$ cat src/rtl/load_store_unit_if.sv
// Memory bus between the load/store unit and the data memory.
// The master side issues requests; the slave answers with ready/rdata.
`ifndef XLEN
`define XLEN 32
`endif

interface load_store_unit_if #(
    parameter int XLEN = `XLEN
);
    logic              mem_req;
    logic              mem_we;
    logic [XLEN-1:0]   mem_addr;
    logic [XLEN-1:0]   mem_wdata;
    logic [XLEN/8-1:0] mem_wstrb;
    logic              mem_ready;
    logic [XLEN-1:0]   mem_rdata;

    modport master (
        output mem_req, mem_we, mem_addr, mem_wdata, mem_wstrb,
        input  mem_ready, mem_rdata
    );

    modport slave (
        input  mem_req, mem_we, mem_addr, mem_wdata, mem_wstrb,
        output mem_ready, mem_rdata
    );
endinterface

$ cat src/rtl/load_store_unit.sv
// MEM-stage load/store unit: aligns stores onto byte lanes, issues one
// bus transfer per access and sign/zero-extends the returned load data.
`ifndef XLEN
`define XLEN 32
`endif

module load_store_unit #(
    parameter int XLEN = `XLEN
) (
    input  logic                clk,
    input  logic                reset_n,
    input  logic                op_valid,
    input  logic                mem_read,
    input  logic                mem_write,
    input  logic [2:0]          funct3,
    input  logic [XLEN-1:0]     addr,
    input  logic [XLEN-1:0]     store_data,
    input  logic                flush,
    load_store_unit_if.master   bus,
    output logic                mem_stall,
    output logic                load_done,
    output logic [XLEN-1:0]     load_data,
    output logic                ex_load_misaligned,
    output logic                ex_store_misaligned
);
    localparam int NB = XLEN / 8;
    localparam int OW = $clog2(NB);

    typedef enum logic [1:0] {IDLE, REQ, RESP} state_t;

    state_t          state;
    logic            discard;
    logic            ld_we;
    logic            ld_uns;
    logic [1:0]      ld_size;
    logic [OW-1:0]   ld_off;

    logic            access;
    logic            misaligned;
    logic            accept;
    logic            in_idle;
    logic [NB-1:0]   strb_n;
    logic [XLEN-1:0] wdata_n;
    logic [XLEN-1:0] lane;
    logic [XLEN-1:0] ext;

    always_comb begin
        access = op_valid & (mem_read | mem_write) & ~flush;
        unique case (funct3[1:0])
            2'b00:   misaligned = 1'b0;
            2'b01:   misaligned = addr[0];
            2'b10:   misaligned = |addr[1:0];
            default: misaligned = (XLEN == 32) | (|addr[2:0]);
        endcase
        in_idle             = reset_n & (state == IDLE);
        accept              = in_idle & access & ~misaligned;
        ex_load_misaligned  = in_idle & access & misaligned & mem_read;
        ex_store_misaligned = in_idle & access & misaligned & ~mem_read;
        mem_stall           = reset_n & (accept | (state == REQ));
        load_done           = reset_n & (state == RESP) & ~flush;
    end

    // Byte enables cover the access size starting at the byte offset;
    // write data repeats the low bytes so every lane carries its byte.
    always_comb begin
        int sz_b;
        int off_i;
        sz_b    = 1 << funct3[1:0];
        off_i   = int'(addr[OW-1:0]);
        strb_n  = '0;
        wdata_n = '0;
        for (int i = 0; i < NB; i++) begin
            strb_n[i] = (i >= off_i) && (i < off_i + sz_b);
            wdata_n[8*i +: 8] = store_data[8*(i % sz_b) +: 8];
        end
    end

    always_comb begin
        int bits;
        bits = 8 << ld_size;
        if (bits > XLEN) bits = XLEN;
        lane = bus.mem_rdata >> {ld_off, 3'b000};
        ext  = '0;
        for (int i = 0; i < XLEN; i++) begin
            if (i < bits) ext[i] = lane[i];
            else          ext[i] = ~ld_uns & lane[bits-1];
        end
    end

    always_ff @(posedge clk) begin
        if (!reset_n) begin
            state         <= IDLE;
            discard       <= 1'b0;
            ld_we         <= 1'b0;
            ld_uns        <= 1'b0;
            ld_size       <= '0;
            ld_off        <= '0;
            load_data     <= '0;
            bus.mem_req   <= 1'b0;
            bus.mem_we    <= 1'b0;
            bus.mem_addr  <= '0;
            bus.mem_wdata <= '0;
            bus.mem_wstrb <= '0;
        end else begin
            unique case (state)
                IDLE: begin
                    if (accept) begin
                        state         <= REQ;
                        discard       <= 1'b0;
                        ld_we         <= mem_write & ~mem_read;
                        ld_uns        <= funct3[2];
                        ld_size       <= funct3[1:0];
                        ld_off        <= addr[OW-1:0];
                        bus.mem_req   <= 1'b1;
                        bus.mem_we    <= mem_write & ~mem_read;
                        bus.mem_addr  <= {addr[XLEN-1:OW], {OW{1'b0}}};
                        bus.mem_wdata <= wdata_n;
                        bus.mem_wstrb <= strb_n;
                    end
                end
                REQ: begin
                    if (flush) discard <= 1'b1;
                    // A flushed transfer still runs to completion on the bus.
                    if (bus.mem_ready) begin
                        bus.mem_req <= 1'b0;
                        load_data   <= ld_we ? '0 : ext;
                        state       <= (discard | flush) ? IDLE : RESP;
                    end
                end
                RESP:    state <= IDLE;
                default: state <= IDLE;
            endcase
        end
    end
endmodule
$ cat src/flat_wrapper.sv
// flat-port wrapper written by rule: the top's interface ports become plain ports
module load_store_unit_flat 
#(
    parameter int XLEN = `XLEN
)
  (clk, reset_n, op_valid, mem_read, mem_write, funct3, addr, store_data, flush, mem_stall, load_done, load_data, ex_load_misaligned, ex_store_misaligned, bus_mem_req, bus_mem_we, bus_mem_addr, bus_mem_wdata, bus_mem_wstrb, bus_mem_ready, bus_mem_rdata);
  load_store_unit_if #(.XLEN(XLEN)) bus_i ();
  input  logic clk;
  input  logic reset_n;
  input  logic op_valid;
  input  logic mem_read;
  input  logic mem_write;
  input  logic [2:0] funct3;
  input  logic [XLEN-1:0] addr;
  input  logic [XLEN-1:0] store_data;
  input  logic flush;
  output logic mem_stall;
  output logic load_done;
  output logic [XLEN-1:0] load_data;
  output logic ex_load_misaligned;
  output logic ex_store_misaligned;
  output wire logic [$bits(bus_i.mem_req)-1:0] bus_mem_req;
  output wire logic [$bits(bus_i.mem_we)-1:0] bus_mem_we;
  output wire logic [$bits(bus_i.mem_addr)-1:0] bus_mem_addr;
  output wire logic [$bits(bus_i.mem_wdata)-1:0] bus_mem_wdata;
  output wire logic [$bits(bus_i.mem_wstrb)-1:0] bus_mem_wstrb;
  input wire logic [$bits(bus_i.mem_ready)-1:0] bus_mem_ready;
  input wire logic [$bits(bus_i.mem_rdata)-1:0] bus_mem_rdata;
  assign bus_mem_req = bus_i.mem_req;
  assign bus_mem_we = bus_i.mem_we;
  assign bus_mem_addr = bus_i.mem_addr;
  assign bus_mem_wdata = bus_i.mem_wdata;
  assign bus_mem_wstrb = bus_i.mem_wstrb;
  assign bus_i.mem_ready = bus_mem_ready;
  assign bus_i.mem_rdata = bus_mem_rdata;
  load_store_unit #(.XLEN(XLEN)) u_core (.clk(clk), .reset_n(reset_n), .op_valid(op_valid), .mem_read(mem_read), .mem_write(mem_write), .funct3(funct3), .addr(addr), .store_data(store_data), .flush(flush), .bus(bus_i), .mem_stall(mem_stall), .load_done(load_done), .load_data(load_data), .ex_load_misaligned(ex_load_misaligned), .ex_store_misaligned(ex_store_misaligned));
endmodule
$ cat config.mk
export PLATFORM = sky130hd
export DESIGN_NAME = load_store_unit_flat
export DESIGN_NICKNAME = d
export VERILOG_FILES = /design/src/rtl/load_store_unit_if.sv /design/src/rtl/load_store_unit.sv /design/src/flat_wrapper.sv
export SDC_FILE = /design/constraint.sdc
export NUM_CORES = 1
export LEC_CHECK = 0
export BUFFER_PORTS_ARGS = -buffer_cell sky130_fd_sc_hd__clkbuf_2
export CAP_MARGIN = 20
export CORE_MARGIN = 10
export CORE_UTILIZATION = 30
export CTS_CLUSTER_DIAMETER = 50
export CTS_CLUSTER_SIZE = 14
export DETAILED_ROUTE_END_ITERATION = 8
export PLACE_DENSITY = 0.63
export SYNTH_ARGS = -nofsm -noshare
export SYNTH_HDL_FRONTEND = slang
export SYNTH_SLANG_ARGS = --single-unit
$ cat constraint.sdc
create_clock -name clk -period 2.2 [get_ports clk]
set_input_delay 0 -clock clk [delete_from_list [all_inputs] [get_ports clk]]
set_output_delay 0 -clock clk [all_outputs]
set_load 0.1 [all_outputs]
==> key figures <==
Run status
  • Outcome: finished clean

Clocking
  • Worst skew pair latency: 360 ps
  • Num CTS Buffers: 9
  • CTS tree: yes
  • # H-tree levels: 3
  • Clock transition at path regs: 70 ps
  • Clk Tree Root Cell: clkbuf_16
  • Clk sinks: 108
  • Clk buf depth: 2

Power
  • Seq pwr share: 42.3%
  • Leak: 0.00338 uW
  • Internal Pwr Total: 3180 uW
  • Part of the power in the clock network: 32.8%
  • Combinational power share: 24.9%
  • Pwr dens: 602 mW/mm^2
  • Sw Pwr: 1630 uW
  • Maximum VDD drop: 0.000321 V
  • Switching fraction of total power: 33.9%

Detailed routing
  • Drt first-iter violations: 447
  • Routed Antenna Nets: 0
  • # DRC: 0
  • Metal-1 WL: 8.68 mm
  • Vias: 5832
  • Top layer in use: met4
  • Initial DRT Pass Iterations: 5
  • DR WL/cell: 17.8 um
  • Wire length on met3: 1.40 mm
  • Vias/cell: 5.04
  • Met2 routed WL: 10.1 mm
  • Total length of routed wires: 20.6 mm

Timing
  • RSZ-0062 raised after global routing: no
  • Fin worst setup slack: 132 ps
  • Achievable frequency: 484 MHz
  • Final Hold Vio Count: 0
  • Worst-Margin Slew: 586 ps
  • Setup TNS: 0 ps
  • Hold slack: 7.49 ps
  • Tcrit/Tclk final: 94.0%
  • Tmin final: 2070 ps
  • Max Slew Vio Count: 0
  • Worst Skew: 10.4 ps
  • Max-slew headroom: 60.8%
  • Final setup vio count: 0

Cells and area
  • Area growth, synth to finish: 39.7%
  • Post-Layout Inst Area: 0.00798 sq mm
  • Antenna diodes: 0
  • Commonest non-fill, non-tap cell in the layout: clkbuf_2
  • Fin nets: 1043
  • Most frequent cells in the layout: clkbuf_2, nand2_1, dfxtp_1
  • Fraction of layout cells with a size suffix above 1: 33.2%

Global route
  • Gr usage total: 16.0%
  • Largest net degree at the start of global routing: 53
  • Vias in the first global route: 5760
  • Initial antenna violation count: 0
  • First-pass GRT wire length: 31.9 mm
  • Gr ovfl total: 0

Run
  • Max cap viols: 0

Critical path
  • Critical path arrival: 2070 ps
  • CP Launch Point: u_core.state[0]
  • Worst EP required: 2200 ps
  • Startpoint Class: flip-flop
  • CP max FO: 19
  • Cell Chain, Critical Path: nor3b_2 > o211ai_1 > or2_2 > buf_4 > nand2_1 > buf_12
  • R2r startpoint: u_core.ld_size[0]
  • Worst setup EP type: output port
  • Worst path max stage delay: 370 ps
  • Crit-path slowest cell: or2_2
  • Worst setup path class: reg2out

Hold path
  • Hold Startpoint: mem_read
  • Min-Delay Path Class: in2reg

Synthesis
  • Synth area leader: dfxtp_1
  • Predominant post-synthesis flop cell: dfxtp_1
  • Yosys reg bits: 108
  • Synth top area cells: dfxtp_1, nand2_1, a21boi_0, ha_1, a21oi_1
  • Yosys warns: 0
  • Post-synthesis cell count: 666
  • Post-synth EDFFs: 0
  • Synth unique cells: 56
  • Cell Area, Synth: 0.00571 sq mm
  • Post-Syn Area per Cell: 8.58 sq um
  • Register area share after synthesis: 37.8%
  • Share of flip-flops with an asynchronous set or reset: 0%
  • Proportion of netlist area held by the largest area contributor: 37.8%

Die
  • Starting Density: 30.5%
  • Core ar.: 0.0187 sq mm
  • Std cell rows: 50
  • Die Y: 158 um
  • Die ar.: 0.0250 sq mm
  • Boundary pin count: 212
  • Die W: 158 um

Placed design
  • GPL Wtd Cong: 0.851
  • IO Port Bufs: 209
  • Worst slack, placed: 11.7 ps
  • Placement Cell Area: 0.00722 sq mm
  • HPWL Detailed: 15.6 mm
==> cell usage after synthesis, types with 2 or more instances <==
library cell,count
mux2_2,10
nor3b_1,2
nand2_1,121
or2_2,3
nor2_1,27
a221oi_1,16
o31ai_1,9
dfxtp_1,108
ha_1,16
nor4_1,2
a21oi_1,36
and2_1,4
nand3_1,14
mux4_2,8
o21ai_0,27
buf_4,3
and3_1,8
buf_2,14
o21ai_1,3
mux2i_1,18
a211oi_2,10
a31oi_1,2
nor3_1,3
a22o_1,15
nand2b_1,11
o32ai_1,8
inv_1,17
buf_1,6
a22oi_1,17
nor2b_1,21
or2_1,2
a21boi_0,36
a21boi_1,2
a311oi_1,2
clkbuf_1,29
a211oi_1,16
==> worst max-delay path, delay by kind of cell, from the launching register on <==
family          cells  cell delay (ps)
compound gates      1              220
buf+inv             2              410
flops               1              330
simple gates        3              750
==> cells by family after synthesis <==
group,Yosys count,synth area share [%]
compound gates,206,26.1
mux,36,8.28
other cells,1,0.0656
buf+inv,71,5.39
xor+xnor,1,0.153
flops,108,37.8
fa+ha+maj,17,3.85
simple gates,226,18.3
==> per-stage QoR <==
step                      utilization, %  power, uW  cells
final                               42.7       4800   1158
after global routing                42.7       5000   1158
after floorplan                        -       2870    667
after CTS                           42.6       4840   1158
after global placement              38.6       3190   1095
after detailed placement            38.6       3200   1095
==> timing repair <==
| action | in CTS | in global routing |
|---|---|---|
| setup endpoints to repair | 0 | 4 |
| resized for setup | 0 | 2 |
| setup buffers | 0 | 0 |
| hold buffers | 48 | 0 |
| endpoints found under the hold margin | 49 | 0 |
==> final timing paths <==
| kind | end | slack (ps) | cells after the start |
|---|---|---|---|
| hold reg to reg | u_core.bus.mem_req | 450 | 2 |
| hold / removal | u_core.ld_we | 7 | 4 |
| setup / recovery | mem_stall | 130 | 6 |
| setup reg to reg | u_core.load_data[18] | 170 | 6 |
==> registers in the layout, indices dropped and copies added, names as in the netlist, 2 cells and up <==
| register | count |
|---|---|
| u_core.ld_size | 2 |
| u_core.bus.mem_wstrb | 4 |
| u_core.load_data | 32 |
| u_core.bus.mem_wdata | 32 |
| u_core.bus.mem_addr | 30 |
| u_core.ld_off | 2 |
| u_core.state | 2 |
==> routing by layer <==
layer	up-vias	global-route usage [%]
met1	2735	19.1
met5	-	0
met3	26	3.50
met4	0	5.82
met2	180	27.5
li1	2891	-
==> power by group through the flow <==
stage          Combinational (uW)  Sequential (uW)  Clock [uW]
2_1_floorplan                 451             2420           0
3_3_place_gp                 1110             2080           0
3_5_place_dp                 1120             2080           0
4_1_cts                      1190             2030        1620
5_1_grt                      1270             2040        1690
6_report                     1190             2030        1580
==> final cells by class <==
class,count,area [sq um]
sequential,108,2160
clock inverter,6,50.0
multi-input combinational,488,3290
tap,234,293
inverter,18,72.6
fill,1839,10700
clock buffer,9,225
timing repair buffer,295,1890
(Power assumes the default switching activity.)
